### config.mk
export PLATFORM = sky130hd
export DESIGN_NAME = fetch_unit
export DESIGN_NICKNAME = d
export VERILOG_FILES = /design/src/rtl/fetch_pkg.sv /design/src/rtl/fetch_hold_buf.sv /design/src/rtl/fetch_unit.sv
export SDC_FILE = /design/constraint.sdc
export NUM_CORES = 1
export LEC_CHECK = 0
export ABC_AREA = 1
export BUFFER_PORTS_ARGS = -buffer_cell sky130_fd_sc_hd__buf_4
export CORE_ASPECT_RATIO = 0.7
export CORE_UTILIZATION = 50
export CTS_CLUSTER_DIAMETER = 80
export CTS_CLUSTER_SIZE = 8
export DETAILED_ROUTE_END_ITERATION = 8
export PLACE_DENSITY_LB_ADDON = 0.1
export RECOVER_POWER = 50
export SYNTH_ARGS = -nofsm -noshare
export SYNTH_HDL_FRONTEND = slang
export SYNTH_SLANG_ARGS = --single-unit
### constraint.sdc
create_clock -name clk -period 4.4 [get_ports clk]
set_input_delay 0.44 -clock clk [delete_from_list [all_inputs] [get_ports clk]]
set_output_delay 0.44 -clock clk [all_outputs]
set_load 0.01 [all_outputs]
### src/rtl/fetch_pkg.sv
// Shared fetch-stage types and constants.
// Holds the FSM state enum, the PC step and the branch-target alignment mask.
package fetch_pkg;

  typedef enum logic [1:0] {
    FETCH = 2'd0,
    HOLD  = 2'd1,
    DROP  = 2'd2
  } state_t;

  localparam int unsigned PC_INC = 4;
  localparam logic [1:0] ALIGN_MASK = 2'b00;

endpackage

### src/rtl/fetch_hold_buf.sv
// One-entry skid buffer for a fetched instruction and its pc+4.
// Ports: clk, rst (async active-low), capture, invalidate, d_instr/d_pc4 in, q_instr/q_pc4/valid out.
module fetch_hold_buf #(
  parameter int N = 32
) (
  input  logic         clk,
  input  logic         rst,
  input  logic         capture,
  input  logic         invalidate,
  input  logic [N-1:0] d_instr,
  input  logic [N-1:0] d_pc4,
  output logic [N-1:0] q_instr,
  output logic [N-1:0] q_pc4,
  output logic         valid
);

  always_ff @(posedge clk or negedge rst) begin
    if (!rst) begin
      valid   <= 1'b0;
      q_instr <= '0;
      q_pc4   <= '0;
    end else if (invalidate) begin
      valid <= 1'b0;
    end else if (capture) begin
      valid   <= 1'b1;
      q_instr <= d_instr;
      q_pc4   <= d_pc4;
    end
  end

endmodule

### src/rtl/fetch_unit.sv
// Fetch stage: owns the PC, handshakes with imem, feeds IF/ID (ld/clr/in1/in2).
// Ports: clk, rst (async active-low), stall, branch_*, imem_*, pc_plus4, instr, ifid_ld, ifid_clr.
// Optional FETCH_STATS_EN adds fetch_count and flush_count outputs.
import fetch_pkg::*;

module fetch_unit #(
  parameter int          N        = 32,
  parameter logic [N-1:0] RESET_PC = '0
) (
  input  logic         clk,
  input  logic         rst,
  input  logic         stall,
  input  logic         branch_taken,
  input  logic [N-1:0] branch_addr,
  output logic         imem_req,
  output logic [N-1:0] imem_addr,
  input  logic         imem_ready,
  input  logic [N-1:0] imem_rdata,
  output logic [N-1:0] pc_plus4,
  output logic [N-1:0] instr,
`ifdef FETCH_STATS_EN
  output logic [31:0]  fetch_count,
  output logic [31:0]  flush_count,
`endif
  output logic         ifid_ld,
  output logic         ifid_clr
);

  state_t       state, state_n;
  logic [N-1:0] pc, pc_n, pc4;
  logic [N-1:0] drop_addr, drop_addr_n;
  logic [N-1:0] last_pc4, last_instr;
  logic [N-1:0] hb_instr, hb_pc4;
  logic         hb_valid, hb_cap, hb_inv;
  logic         resp;

  assign pc4       = pc + N'(PC_INC);
  assign imem_req  = rst && (state != HOLD);
  assign resp      = imem_req && imem_ready;
  // DROP keeps the abandoned address on the bus until memory answers.
  assign imem_addr = (state == DROP) ? drop_addr : pc;

  fetch_hold_buf #(.N(N)) u_hb (
    .clk        (clk),
    .rst        (rst),
    .capture    (hb_cap),
    .invalidate (hb_inv),
    .d_instr    (imem_rdata),
    .d_pc4      (pc4),
    .q_instr    (hb_instr),
    .q_pc4      (hb_pc4),
    .valid      (hb_valid)
  );

  always_ff @(posedge clk or negedge rst) begin
    if (!rst) begin
      state      <= FETCH;
      pc         <= RESET_PC;
      drop_addr  <= '0;
      last_pc4   <= '0;
      last_instr <= '0;
    end else begin
      state     <= state_n;
      pc        <= pc_n;
      drop_addr <= drop_addr_n;
      if (ifid_ld) begin
        last_pc4   <= pc_plus4;
        last_instr <= instr;
      end
    end
  end

  always_comb begin
    state_n     = state;
    pc_n        = pc;
    drop_addr_n = drop_addr;
    ifid_ld     = 1'b0;
    ifid_clr    = 1'b0;
    hb_cap      = 1'b0;
    hb_inv      = 1'b0;
    pc_plus4    = last_pc4;
    instr       = last_instr;
    if (state == HOLD) begin
      pc_plus4 = hb_pc4;
      instr    = hb_instr;
    end
    if (rst && branch_taken) begin
      ifid_clr = 1'b1;
      hb_inv   = 1'b1;
      pc_n     = {branch_addr[N-1:2], branch_addr[1:0] & ALIGN_MASK};
      if (imem_req && !imem_ready) begin
        state_n = DROP;
        if (state != DROP) drop_addr_n = pc;
      end else begin
        state_n = FETCH;
      end
    end else if (rst) begin
      unique case (state)
        FETCH: begin
          if (resp) begin
            pc_n = pc4;
            if (stall) begin
              hb_cap  = 1'b1;
              state_n = HOLD;
            end else begin
              ifid_ld  = 1'b1;
              pc_plus4 = pc4;
              instr    = imem_rdata;
            end
          end
        end
        HOLD: begin
          if (!stall) begin
            ifid_ld = hb_valid;
            state_n = FETCH;
          end
        end
        DROP: begin
          if (imem_ready) state_n = FETCH;
        end
        default: state_n = FETCH;
      endcase
    end
  end

`ifdef FETCH_STATS_EN
  always_ff @(posedge clk or negedge rst) begin
    if (!rst) begin
      fetch_count <= '0;
      flush_count <= '0;
    end else begin
      if (ifid_ld)  fetch_count <= fetch_count + 32'd1;
      if (ifid_clr) flush_count <= flush_count + 32'd1;
    end
  end
`endif

endmodule

Yosys cells after proc, flatten, opt, wreduce, memory -nomap -nowiden
Index checks and enable logic that the tools add are counted.
{"block": "classes", "n_addsub": 1, "eq_ne": 8, "muxes": 39, "n_bitwise": 1, "reduce_logical": 14}
{"op": "$mux W32", "count": 17}
{"op": "$add A32 B3 Y32 const B", "count": 1}
{"op": "$mux W2", "count": 7}
{"op": "$mux W1", "count": 13}
{"op": "$reduce_bool A2 Y1", "count": 4}
{"op": "$ne A3 B2 Y1 const B", "count": 2}
{"op": "$ne A3 B3 Y1 const B", "count": 2}
{"op": "$pmux W2 S3", "count": 1}
{"op": "$reduce_and A3 Y1", "count": 2}
{"op": "$reduce_and A5 Y1", "count": 1}
{"op": "$logic_and A1 B1 Y1", "count": 4}
{"op": "$eq A2 B1 Y1 const B", "count": 1}
{"op": "$eq A2 B2 Y1 const B", "count": 1}
{"op": "$logic_not A2 Y1", "count": 1}
{"op": "$ne A2 B1 Y1 const B", "count": 1}
{"op": "$ne A2 B2 Y1 const B", "count": 1}
{"op": "$pmux W1 S2", "count": 1}
{"op": "$reduce_and A2 Y1", "count": 1}
{"op": "$logic_not A1 Y1", "count": 1}
{"op": "$not A1 Y1", "count": 1}
{"block": "totals", "regBits": 195, "input_bits": 69, "output_inout_bits": 99, "word_cells": 71}

Depth between registers and ports, before layout
{"block": "depth", "depth_word": 9, "ltp_mapped": 12, "ltp_nobuf": 10}

Cells and area by module
A second synthesis with hierarchy kept.
{"block": "hier_totals", "cells_unflattened": 1470, "area_unflattened_um2": 10417.5}
{"mod": "fetch_unit", "n_inst": 1, "cells_each": 1188, "area_each_um2": 7808.7, "seq_area_each_um2": 3153.0}
{"mod": "fetch_hold_buf", "n_inst": 1, "cells_each": 282, "area_each_um2": 2608.8, "seq_area_each_um2": 1626.6}

Least setup slack after synthesis
Ideal clock, no wire load.
{"block": "synth_path", "path_kind": "reg2out", "start": "register pc[2]", "end": "output pc_plus4[16]", "t_arrival_ns": 1.514, "required_time_ns": 3.960, "setup_slack_ns": 2.446, "stages_incl_launch_ff": 7, "n_path_buf": 0, "path_cell_list": "dfrtp_1 -> ha_1 -> nand3_1 -> nor2_1 -> nand4_1 -> nand3_1 -> o21a_1"}
{"block": "synth_via", "elab_chain_cells": 6}
{"element": "start, declared", "line": "fetch_unit.sv:30", "rtl": "logic [N-1:0] pc, pc_n, pc4;"}
{"element": "start signal, assigned", "line": "fetch_unit.sv:64", "rtl": "pc <= pc_n;"}
{"element": "$add A32 B3 Y32", "line": "fetch_unit.sv:37", "rtl": "assign pc4 = pc + N'(PC_INC);"}
{"element": "$mux W32", "line": "fetch_unit.sv:102", "rtl": "if (stall) begin"}
{"element": "$mux W32", "line": "fetch_unit.sv:100", "rtl": "if (resp) begin"}
{"element": "$mux W32", "line": "fetch_unit.sv:98", "rtl": "unique case (state)"}
{"element": "$mux W32", "line": "fetch_unit.sv:97", "rtl": "end else if (rst) begin"}
{"element": "$mux W32", "line": "fetch_unit.sv:87", "rtl": "if (rst && branch_taken) begin"}
{"element": "end, declared", "line": "fetch_unit.sv:19", "rtl": "output logic [N-1:0] pc_plus4,"}
No other way between the ends.

Final worst setup path
{"block": "layout_path", "start": "input rst", "end": "output pc_plus4[31]"}
{"block": "layout_via", "elab_chain_cells": 6, "elab_cells_between_ends": 7, "cone_classes": "4 x mux; 3 x reduce/logical"}
{"element": "start, declared", "line": "fetch_unit.sv:11", "rtl": "input logic rst,"}
{"element": "$logic_and A1 B1 Y1", "line": "fetch_unit.sv:38", "rtl": "assign imem_req = rst && (state != HOLD);"}
{"element": "$logic_and A1 B1 Y1", "line": "fetch_unit.sv:39", "rtl": "assign resp = imem_req && imem_ready;"}
{"element": "$mux W32", "line": "fetch_unit.sv:100"}
{"element": "$mux W32", "line": "fetch_unit.sv:98"}
{"element": "$mux W32", "line": "fetch_unit.sv:97"}
{"element": "$mux W32 (*)", "line": "fetch_unit.sv:87"}
Every way passes the cells marked *; elsewhere a longest branch is shown, timed or not.

==> flow_summary.ini <==
[place]
place.gp.congestion = 0.965
dpl_cell_area_um2 = 11500
hpwlAfterDp_um = 20300
portBuffers = 163
place_ws_ps = 1620

[setup_path]
crit_type = in2out
worstPathRequired_ps = 3960
cp_common_cell = buf_4
end_kind = output pin
cp_data_arrival_time_ps = 3170
slowest_delay_ps = 570
critical_path.max_fanout = 71
cp_slowest_cell = buf_4
crit_chain = dlygate4sd3_1 -> clkbuf_1 -> nand2_2 -> inv_1 -> nor2_2 -> inv_2 -> nor2_8 -> clkinv_2 -> buf_4 -> o211ai_1 -> and2_1 -> buf_4
start_kind = input pin

[routing]
avgViaCountPerCell = 5.24
firstDrtPassIters = 7
post_drt_wl_per_cell_um = 15.9
via_count = 9290
drt-initial-drc-count = 816
drt-total-wl_um = 28200
drc = 0
ant_nets = 0

[sta]
slew_viol_final = 62
setup_viol = 0
skew_ps = 9.86
clock.fmax_ghz = 0.277
fin_ws_ps = 792
rsz0062_at_grt = no
final.setup.tns_ps = 0
post-route-period-util_pct = 82.0
max-slew-margin-rel_pct = -23.2
tightest_slew_ps = 1840
min_period_ps = 3610
hold_viol = 0

[logic_synthesis]
async_flop_share_pct = 100
ys.flop_type = dfrtp_1
yosysSeqAreaShare_pct = 47.0
syn_area_per_cell_um2 = 7.33
netlist_area_um2 = 10100
syn_inst = 1372
synth_edf_count = 0
ys_ff_latch = 189
synth_warnings = 0
synth_cell_types = 35

[power_and_ir_drop]
power_frac_clock_pct = 21.7
pwr-share-seq_pct = 38.5
p_int_uw = 4460
power_switching_uw = 2670
p_total_uw = 7130
p_per_area_nw_per_um2 = 597
vdd_ir_drop_max_mv = 0.326
swShare_pct = 37.4
comb_power_share_pct = 39.8
p_leak_uw = 0.00581

[clock_network]
cts_resized = 0
numCtsBuffers = 17
clock-root-buffer = clkbuf_16
cts_tree = built
clockBufferDepth = 2
clk_latency_ps = 440
ctsHoldBuffers = 1
postCtsSetupBuffers = 0
h-tree-depth = 4
clk_pin_slew_ps = 70
cts.sinks = 189

[cells_and_area]
num-nets-final = 1568
fin_area_um2 = 11900
postLayoutCoreUtil_pct = 62.0
antenna_cells = 0
final_layout_size_suffix_gt1_share_pct = 15.2
syn_to_final_growth_pct = 18.8

[outcome]
violations = max-capacitance violations, max-slew violations
status = finished, violations left

[die]
pin_count = 168
start_util_pct = 52.2
fp.dieW_um = 172
die_height_um = 121
dieArea_um2 = 20700
core-area_um2 = 19300
rows = 42

[global_route]
grt_max_degree = 72
grt-ovfl-total = 0
grt_pass1_wl_um = 44500
antenna_found_initial = 0
grt_usage_pct = 28.5
grt_pass1_vias = 8230

[worst_hold_path]
min_path_type = in2reg

[flow_run]
cap_violations = 1
==> cell type report <==
cell class                      count  area [um2]
Clock buffer                       19         443
Clock inverter                     12         136
Fill cell                        1816        7340
Inverter                          137         515
Multi-Input combinational cell    974        4430
Sequential cell                   189        4730
Tap cell                          264         330
Timing Repair Buffer              179        1370
==> power groups by stage <==
stage                     combinational, uW  clock [uW]  sequential [uW]
after detailed placement               2870           0             2760
final                                  2840        1550             2740
after global placement                 2810           0             2740
after floorplan                        1790           0             2680
after CTS                              2890        1570             2740
after global routing                   3190        1640             2820
==> layer usage <==
layer,vias to the layer above,part of all wire (%),wire length [um],global-route usage [%]
met2,348,39,11000,37.2
li1,4634,-,-,-
met5,-,0,0,0
met4,0,0.94,265,6.47
met1,4292,51,14400,45.7
met3,16,9.1,2560,7.86
==> cells in the mapped netlist, types with 2 or more instances <==
master	number	area share, %
nand4_1	4	0.25
xor2_1	6	0.52
nand3_1	73	3.6
inv_1	130	4.9
o21bai_1	4	0.30
nor2_1	98	3.7
nor2_2	3	0.19
buf_2	25	1.2
nor3_1	2	0.10
o221ai_1	5	0.44
o21ai_1	69	3.4
o21ai_0	128	6.4
clkbuf_1	34	1.3
dfrtp_1	189	47
buf_6	2	0.22
and2_1	20	1.2
nand2_1	460	17
o21a_1	5	0.37
o21ai_2	26	2.3
buf_4	7	0.52
a31oi_1	3	0.19
inv_2	6	0.22
buf_1	5	0.19
a21oi_1	34	1.7
o211ai_1	24	1.8
==> layout by cell type, fill, tap and decap left out, drive strengths merged <==
cell type | netlist | routed
o211ai | 24 | 24
o31ai | 1 | 1
o21ai | 223 | 223
buf | 39 | 173
o21a | 5 | 5
clkinvlp | 0 | 3
nand2 | 461 | 461
dlygate4sd3 | 0 | 1
bufinv | 0 | 2
clkbuf | 34 | 24
o21bai | 4 | 4
o221ai | 5 | 5
xor2 | 6 | 6
nand4 | 4 | 4
inv | 136 | 138
dfrtp | 189 | 189
o22ai | 1 | 1
conb | 1 | 2
and2 | 20 | 20
ha | 1 | 1
or2 | 1 | 1
clkinv | 1 | 6
nand3 | 74 | 74
nor3 | 2 | 2
a21oi | 34 | 34
a31oi | 3 | 3
nor2 | 103 | 103
==> final timing paths <==
check                                        startpoint                         to  slack (ps)  cells past startpoint
worst max register to register     state[0]$_DFFE_PN0P_  drop_addr[11]$_DFFE_PN0P_        1130                      5
max in group asynchronous                           rst   last_pc4[11]$_DFFE_PN0P_        1330                      4
worst min register to register  last_pc4[7]$_DFFE_PN0P_    last_pc4[7]$_DFFE_PN0P_         480                      2
worst min-delay path                    branch_addr[25]         pc[25]$_DFFE_PN0P_         210                      3
min in group asynchronous                           rst  u_hb.q_pc4[8]$_DFFE_PN0P_         490                      2
worst max-delay path                                rst               pc_plus4[31]         790                     12
==> metrics by stage <==
step,hold slack [ps],instances
2_1_floorplan,144,1373
3_3_place_gp,268,1742
3_5_place_dp,269,1742
4_1_cts,207,1774
5_1_grt,211,1774
6_report,214,1774
==> cells by family after synthesis <==
family	count (synthesis)	synth area share, %
AO/OA/AOI/OAI	300	17.0
XOR/XNOR	6	0.522
adder cells (fa/ha/maj)	1	0.124
buffers and inverters	210	8.56
flip-flops	189	47.0
other	1	0.0373
AND/OR/NAND/NOR	665	26.8
==> critical path, delay by kind of cell <==
kind                   cells  cell delay [ps]
AND/OR/NAND/NOR            4              550
buffers and inverters      7             1920
AO/OA/AOI/OAI              1              230
==> flip-flops by register name, indices dropped and copies added (netlist names) <==
| name | cells |
|---|---|
| last_instr | 32 |
| pc | 30 |
| u_hb.q_instr | 32 |
| u_hb.q_pc4 | 30 |
| drop_addr | 30 |
| state | 2 |
| last_pc4 | 32 |
| u_hb.valid | 1 |
No activity file was read; power rests on OpenSTA's default activity.
